[src/rtl/param_reg_file.sv]
// param_reg_file: parameterised two-read/one-write register file with sequential clear
// Optional feature: define REGFILE_BYPASS_EN to forward same-cycle write data to a matching read port.
module param_reg_file #(
    parameter  int WIDTH = 8,
    parameter  int DEPTH = 16,
    localparam int AW    = $clog2(DEPTH)
) (
    input  logic             clk,
    input  logic             Reset_n,
    input  logic             RegFileRead,
    input  logic             RegFileWrite,
    input  logic [WIDTH-1:0] Datain,
    input  logic [AW-1:0]    Source1,
    input  logic [AW-1:0]    Source2,
    input  logic [AW-1:0]    Destin,
    input  logic             Clear,
    output logic [WIDTH-1:0] Dataout1,
    output logic [WIDTH-1:0] Dataout2,
    output logic             ReadValid,
    output logic             Busy
);
    typedef enum logic {IDLE, CLEARING} state_t;

    state_t           r_state;
    logic [WIDTH-1:0] r_mem [DEPTH];
    logic [AW-1:0]    r_cnt;
    logic [WIDTH-1:0] r_dout1;
    logic [WIDTH-1:0] r_dout2;
    logic             r_valid;
    logic             r_busy;
    logic [WIDTH-1:0] w_rd1;
    logic [WIDTH-1:0] w_rd2;

`ifdef REGFILE_BYPASS_EN
    // A read only happens when Clear is low, so a requested write is always accepted alongside it
    assign w_rd1 = (RegFileWrite && Destin == Source1) ? Datain : r_mem[Source1];
    assign w_rd2 = (RegFileWrite && Destin == Source2) ? Datain : r_mem[Source2];
`else
    assign w_rd1 = r_mem[Source1];
    assign w_rd2 = r_mem[Source2];
`endif

    assign Dataout1  = r_dout1;
    assign Dataout2  = r_dout2;
    assign ReadValid = r_valid;
    assign Busy      = r_busy;

    // FSM, storage and registered outputs; Clear wins over read/write in IDLE, all requests ignored while clearing
    always_ff @(posedge clk or negedge Reset_n) begin
        if (!Reset_n) begin
            for (int i = 0; i < DEPTH; i++) r_mem[i] <= '0;
            r_state <= IDLE;
            r_cnt   <= '0;
            r_dout1 <= '0;
            r_dout2 <= '0;
            r_valid <= 1'b0;
            r_busy  <= 1'b0;
        end else begin
            r_valid <= 1'b0;
            case (r_state)
                IDLE: begin
                    if (Clear) begin
                        r_state <= CLEARING;
                        r_cnt   <= '0;
                        r_busy  <= 1'b1;
                    end else begin
                        if (RegFileWrite) r_mem[Destin] <= Datain;
                        if (RegFileRead) begin
                            r_dout1 <= w_rd1;
                            r_dout2 <= w_rd2;
                            r_valid <= 1'b1;
                        end
                    end
                end
                CLEARING: begin
                    r_mem[r_cnt] <= '0;
                    r_cnt        <= r_cnt + AW'(1);
                    if (r_cnt == {AW{1'b1}}) begin
                        r_state <= IDLE;
                        r_busy  <= 1'b0;
                    end
                end
                default: r_state <= IDLE;
            endcase
        end
    end
endmodule
[config.mk]
export PLATFORM = sky130hd
export DESIGN_NAME = param_reg_file
export DESIGN_NICKNAME = d
export VERILOG_FILES = /design/src/rtl/param_reg_file.sv
export SDC_FILE = /design/constraint.sdc
export NUM_CORES = 1
export LEC_CHECK = 0
export CORE_UTILIZATION = 23
export CTS_CLUSTER_DIAMETER = 50
export DETAILED_ROUTE_END_ITERATION = 12
export GPL_TIMING_DRIVEN = 1
export SLEW_MARGIN = 40
export SYNTH_ARGS = -nofsm -noshare
export SYNTH_HDL_FRONTEND = slang
export SYNTH_SLANG_ARGS = --single-unit
[constraint.sdc]
create_clock -name clk -period 5.59 [get_ports clk]
set_input_delay 1.677 -clock clk [delete_from_list [all_inputs] [get_ports clk]]
set_output_delay 1.677 -clock clk [all_outputs]
set_load 0.02 [all_outputs]
## Word level (Yosys, flattened, before mapping)

Cells that the tools add are included.

- Input bits: 25
- Output and inout bits: 18
- Word-level logic and storage cells: 72
- Register bits: 151

- Bitwise operators: 8
- $lt $le $gt $ge: 6
- Muxes and demuxes: 25
- Eq/ne operators: 5
- Reductions and logical operators: 5
- Add/sub/neg operators: 1

Operators with widths:

| cell | count |
|---|---|
| 128-bit 2-to-1 mux | 2 |
| 128-bit case mux with 2 select lines | 1 |
| 128-bit bitwise AND | 1 |
| 128-bit bitwise mux | 1 |
| 128-bit NOT | 1 |
| 8-bit binary-select mux with 4-bit select | 2 |
| 8-bit demux with 4-bit select | 2 |
| 8-bit 2-to-1 mux | 6 |
| 5-bit greater-or-equal comparator (second input constant) | 4 |
| 4-bit NOT with 5-bit output | 4 |
| 5-bit by 1-bit < comparator with 1-bit output (second input constant) | 2 |
| 4-bit case mux with 2 select lines | 1 |
| 1-bit 2-to-1 mux | 7 |
| 2-bit inequality test (second input constant) | 3 |
| 4-bit by 1-bit adder with 4-bit output (second input constant) | 1 |
| 4-bit equality test (second input constant) | 1 |
| 4-bit 2-to-1 mux | 1 |
| 1-bit case mux with 2 select lines | 2 |
| 2-bit AND reduction | 2 |
| 3-bit AND reduction | 1 |
| 1-bit logical AND | 2 |
| 2-bit by 1-bit inequality test with 1-bit output (second input constant) | 1 |
| 1-bit NOT | 2 |

## Longest topological paths before layout

- Word-level depth: 9
- Depth in mapped cells: 8
- Gate-level depth less buffers: 5

## Worst setup path after synthesis

No wires, ideal clock.

- Path type: input port to flip-flop
- From: input port Clear
- To: register r_mem[29] (netlist name)
- Buffers on the path: 4
- Cell stages on the path: 8
- Path slack: 2.288 ns
- Required time: 5.471 ns
- Setup time: 0.119 ns
- Data arrival time: 3.183 ns
- Path through: buf_6 -> or3b_1 -> buf_6 -> or4_4 -> buf_6 -> buf_6 -> nand3_1 -> o21ai_2

- Cells in the longest elaborated chain, start to end: 2

RTL lines:

| item | RTL line | source |
|---|---|---|
| from (decl) | 16 | `input logic Clear,` |
| 2-bit inequality test (no source line) | - |  |
| 2-bit AND reduction (no source line) | - |  |
| to (signal, indexed assignment) | 67 | `if (RegFileWrite) r_mem[Destin] <= Datain;` |
| to (decl) | 25 | `logic [WIDTH-1:0] r_mem [DEPTH];` |

No other way between the ends.
A chain may end at the register's enable or synchronous reset.

## Worst setup path in the final report

- From: input port Clear
- To: register r_mem[65] (netlist name)

The elaborated chain is that of the path after synthesis.

==> impl.org <==
** Power
- Worst vdd rail ir drop :: between 0.2 and 0.25 mV
- Internal power comes to 2.40 mW.
- For this design the ratio of total power to cell area is 384 nW/um2.
- Relative contribution of sequential cells to total power :: 40.6%
- For this design the total switching power over the nets is around 1.2 mW.
- Summed over all cells, the static leakage comes to 3.95 nW.
- Net switching fraction of the power :: 33.5%
- Combinational share of power :: 26.3%
- The clock network accounts for 33.1% of the total power.

** Worst setup path
- Peak fanout along the critical path :: 13
- For the worst setup path, the data arrival time is 4370 ps.
- Worst Setup Start Kind :: primary input
- Sequence of cells on the critical path :: clkdlybuf4s50_1 > or3b_2 > buf_4 > nor3_2 > a21oi_1 > a22o_1
- Beginning of the worst register-to-register path :: r_state
- Tracing the worst setup path back leads to its startpoint at Clear.
- STA classifies the critical path endpoint as a register.
- Critical path required time :: 5910 ps
- Classification of the worst setup path :: in -> reg
- For this run, the slowest stage of the critical path takes 780 ps.
- The slowest stage of the critical path belongs to the cell or3b_2.

** Place
- Detailed placement HPWL :: 16700 um
- Routability-driven placement congestion ratio :: roughly 0.80
- During placement, the flow inserted port buffers numbering 42.
- Area after DPL :: around 8800 um2

** Routing
- Final WL :: roughly 24000 um
- Post-DR vias/cell :: 5.15
- Number of remaining DRC errors :: 0
- Detailed-route via count :: about 5700
- Final antenna-violating net count :: 0
- The pre-antenna-repair detailed-routing pass consisted of 5 iterations.
- For this block, the initial DRC count from the detailed router was 596.
- Dividing the detail-routed wire length by the instance count gives 21.6 um.

** Min path
- Worst Hold Class :: reg -> reg
- Launch point of the worst hold path :: Dataout1[0]

** Yosys
- Syn nets :: around 660
- The share of synthesized area in the top cell type comes to 47.4%.
- Synth Instances :: 628
- The biggest area contributor in the post-synthesis netlist is dfrtp_1.
- Async SR Flop Fraction :: 100%
- Synth cell types :: 47
- Synth area leaders :: dfrtp_1, mux4_2, a22o_1
- Mean area per synthesized cell :: 12.7 um2
- Counting flops and latches in the post-synthesis netlist gives ~150.
- Post-synth EDFFs :: 0
- Main flop type after synthesis :: dfrtp_1
- Syn Std Cell Area :: 7970 um2
- The Yosys step of the flow raised 0 warnings.
- After synthesis, flip-flops and latches occupy a little under half of the total area.

** STA
- Post-route minimum period :: 4060 ps
- Setup Viol. Count Final :: 0
- Slew at the pin closest to its max-slew limit :: 934 ps
- The total count of hold-check failures in the final report was 0.
- Fin Setup TNS :: 0 ps
- Slew HR :: 37.6%
- Clock Skews :: 9.56 ps
- The number of pins with negative max-slew slack in the final report was 0.
- The worst path uses 72.6% of the clock period.
- Highest achievable clock rate :: 246 MHz
- Setup repair after global routing left no endpoint under its margin.

** Floorplanning
- In this run the count of I/O pins placed on the die edge is between 40 and 50.
- The region available for standard cell placement spans roughly 34000 um2.
- The die covers 35400 um2.
- The die is 188 um tall.
- Total number of placement rows :: 67
- Once the floorplan was initialized, standard cells occupied 23.6% of the core.
- Horizontal die dimension :: approximately 190 um

** Flow run
- Max-cap violations in this run came to 0.

** Cells and area
- The number of antenna diodes in the final layout is 0.
- Count of nets after finishing :: 683
- The layout has between 3000 and 4000 filler cells.
- Fraction of layout cells with a size suffix above 1 :: a little under a quarter
- Area growth syn-to-layout :: 18.0%
- The finished cells cover 9400 um2.
- For this run, the share of the core covered by cells in the final layout is 27.8%.

** Global routing
- The number of global-route vias before repair came to between 5000 and 6000.
- Global routing finished with a remaining overflow of 0.
- The initial antenna violation count was 0.
- The first global-routing pass estimated 37400 um of wire.
- Global routing used around 14% of the available tracks across all layers.
- Maximum number of pins on one net before global-route repair :: 86

** CTS
- In this run the deepest clock path goes through 2 buffers.
- Once the clock tree was built, the setup fixing pass inserted 0 buffers.
- Cell at the root of the clock tree :: clkbuf_16
- Level count of the clock H-tree :: 4
- TritonCTS buffer count :: 17
- TritonCTS clock tree :: done
- After clock tree synthesis, the clock-pin slew on the worst setup and hold paths is 70 ps.
- Hold-fix buffers, CTS :: 0
- Gates resized, CTS repair :: 0
- The later pin in the worst-skew pair is clocked with a latency of 430 ps.
- Counting every sink on the clock net gives 151.

** Run status
- The run finished with clean final reports.
cell families after synthesis:
kind of cell    count (synthesis)  share of synthesized area [%]
fa+ha+maj                       5                          0.785
buf+inv                        61                           3.58
mux                            88                           20.2
compound gates                200                           18.8
flops                         151                           47.4
xor+xnor                        2                          0.220
simple gates                  121                           9.00
path summary, 6_finish.rpt:
kind                                to  depth (start not counted)  slack, ps
hold reg to reg            Dataout1[0]                          2        500
max in group asynchronous    r_mem[71]                          2       3310
setup / recovery             r_mem[65]                          6       1530
min in group asynchronous    r_mem[11]                          1       1300
hold / removal             Dataout1[0]                          2        500
setup reg to reg             r_mem[65]                          5       2740
cell usage after synthesis (5+ instances only):
library cell and count:
a21oi_1 16, a21oi_2 7, a22o_1 96, a22oi_1 11, buf_2 15, buf_6 5, clkbuf_1 22, dfrtp_1 151
ha_1 5, inv_1 14, mux2_2 10, mux2i_1 21, mux4_2 57, nand2_1 48, nand3_1 13, nor2_1 21
nor2b_1 7, nor3_4 8, o21ai_0 47, o21ai_2 8
registers in the layout, summed over array words and instances, names as in the netlist:
register and flops:
Busy 1, Dataout1 8, Dataout2 8, ReadValid 1, r_cnt 4, r_mem 128
r_state 1
layout by cell type (no fill, tap or decap), types with 5 or more instances in the layout:
cell               n
nor2_1            20
clkdlybuf4s50_1   37
nand3_1           13
o21ai_0           47
o21ai_2            8
a21oi_2            7
nor3_4             8
ha_1               5
a21oi_1           16
nor2b_1            7
a22o_1            96
clkbuf_16         17
mux2_2            10
a22oi_1           11
mux2i_1           21
dfrtp_1          151
buf_4             12
mux4_2            57
nand2_1           48
inv_1             14
cell type report:
type | count | area, um2 | area share, %
clock buffers | 17 | 425 | 4.53
clock inverters | 15 | 179 | 1.90
inverters | 15 | 56.3 | 0.599
multi-input cells | 416 | 3920 | 41.7
flip-flops and latches | 151 | 3780 | 40.2
well taps | 448 | 561 | 5.96
repair buffers | 52 | 484 | 5.15
stage by stage:
step                instances  worst slack (ps)  hold slack (ps)  total power [mW]
global placement         1082              1140              489              2.42
global route             1114              1350              524              3.78
floorplan                 628              2290              476              2.03
finish                   1114              1530              501              3.61
CTS                      1114              1580              515              3.63
detailed placement       1082              1130              498              2.44
routing by layer:
layer	global-route usage [%]	wire length [um]	share of wire, %
met2	21.6	11300	47
met4	6.13	826	3.4
met3	2.43	996	4.1
met1	19.5	11000	46
met5	0	0	0
power by group through the flow:
stage | Clock (mW) | Sequential [mW] | Combinational, mW
floorplan | 0 | 1.48 | 0.550
global placement | 0 | 1.48 | 0.938
detailed placement | 0 | 1.48 | 0.956
CTS | 1.20 | 1.47 | 0.959
global route | 1.25 | 1.49 | 1.03
finish | 1.19 | 1.47 | 0.950
worst max-delay path, delay by kind of cell:
kind            cells  cell delay (ps)
compound gates      2              550
buf+inv             2              840
simple gates        2             1280
Power figures use the tool's default switching activity.
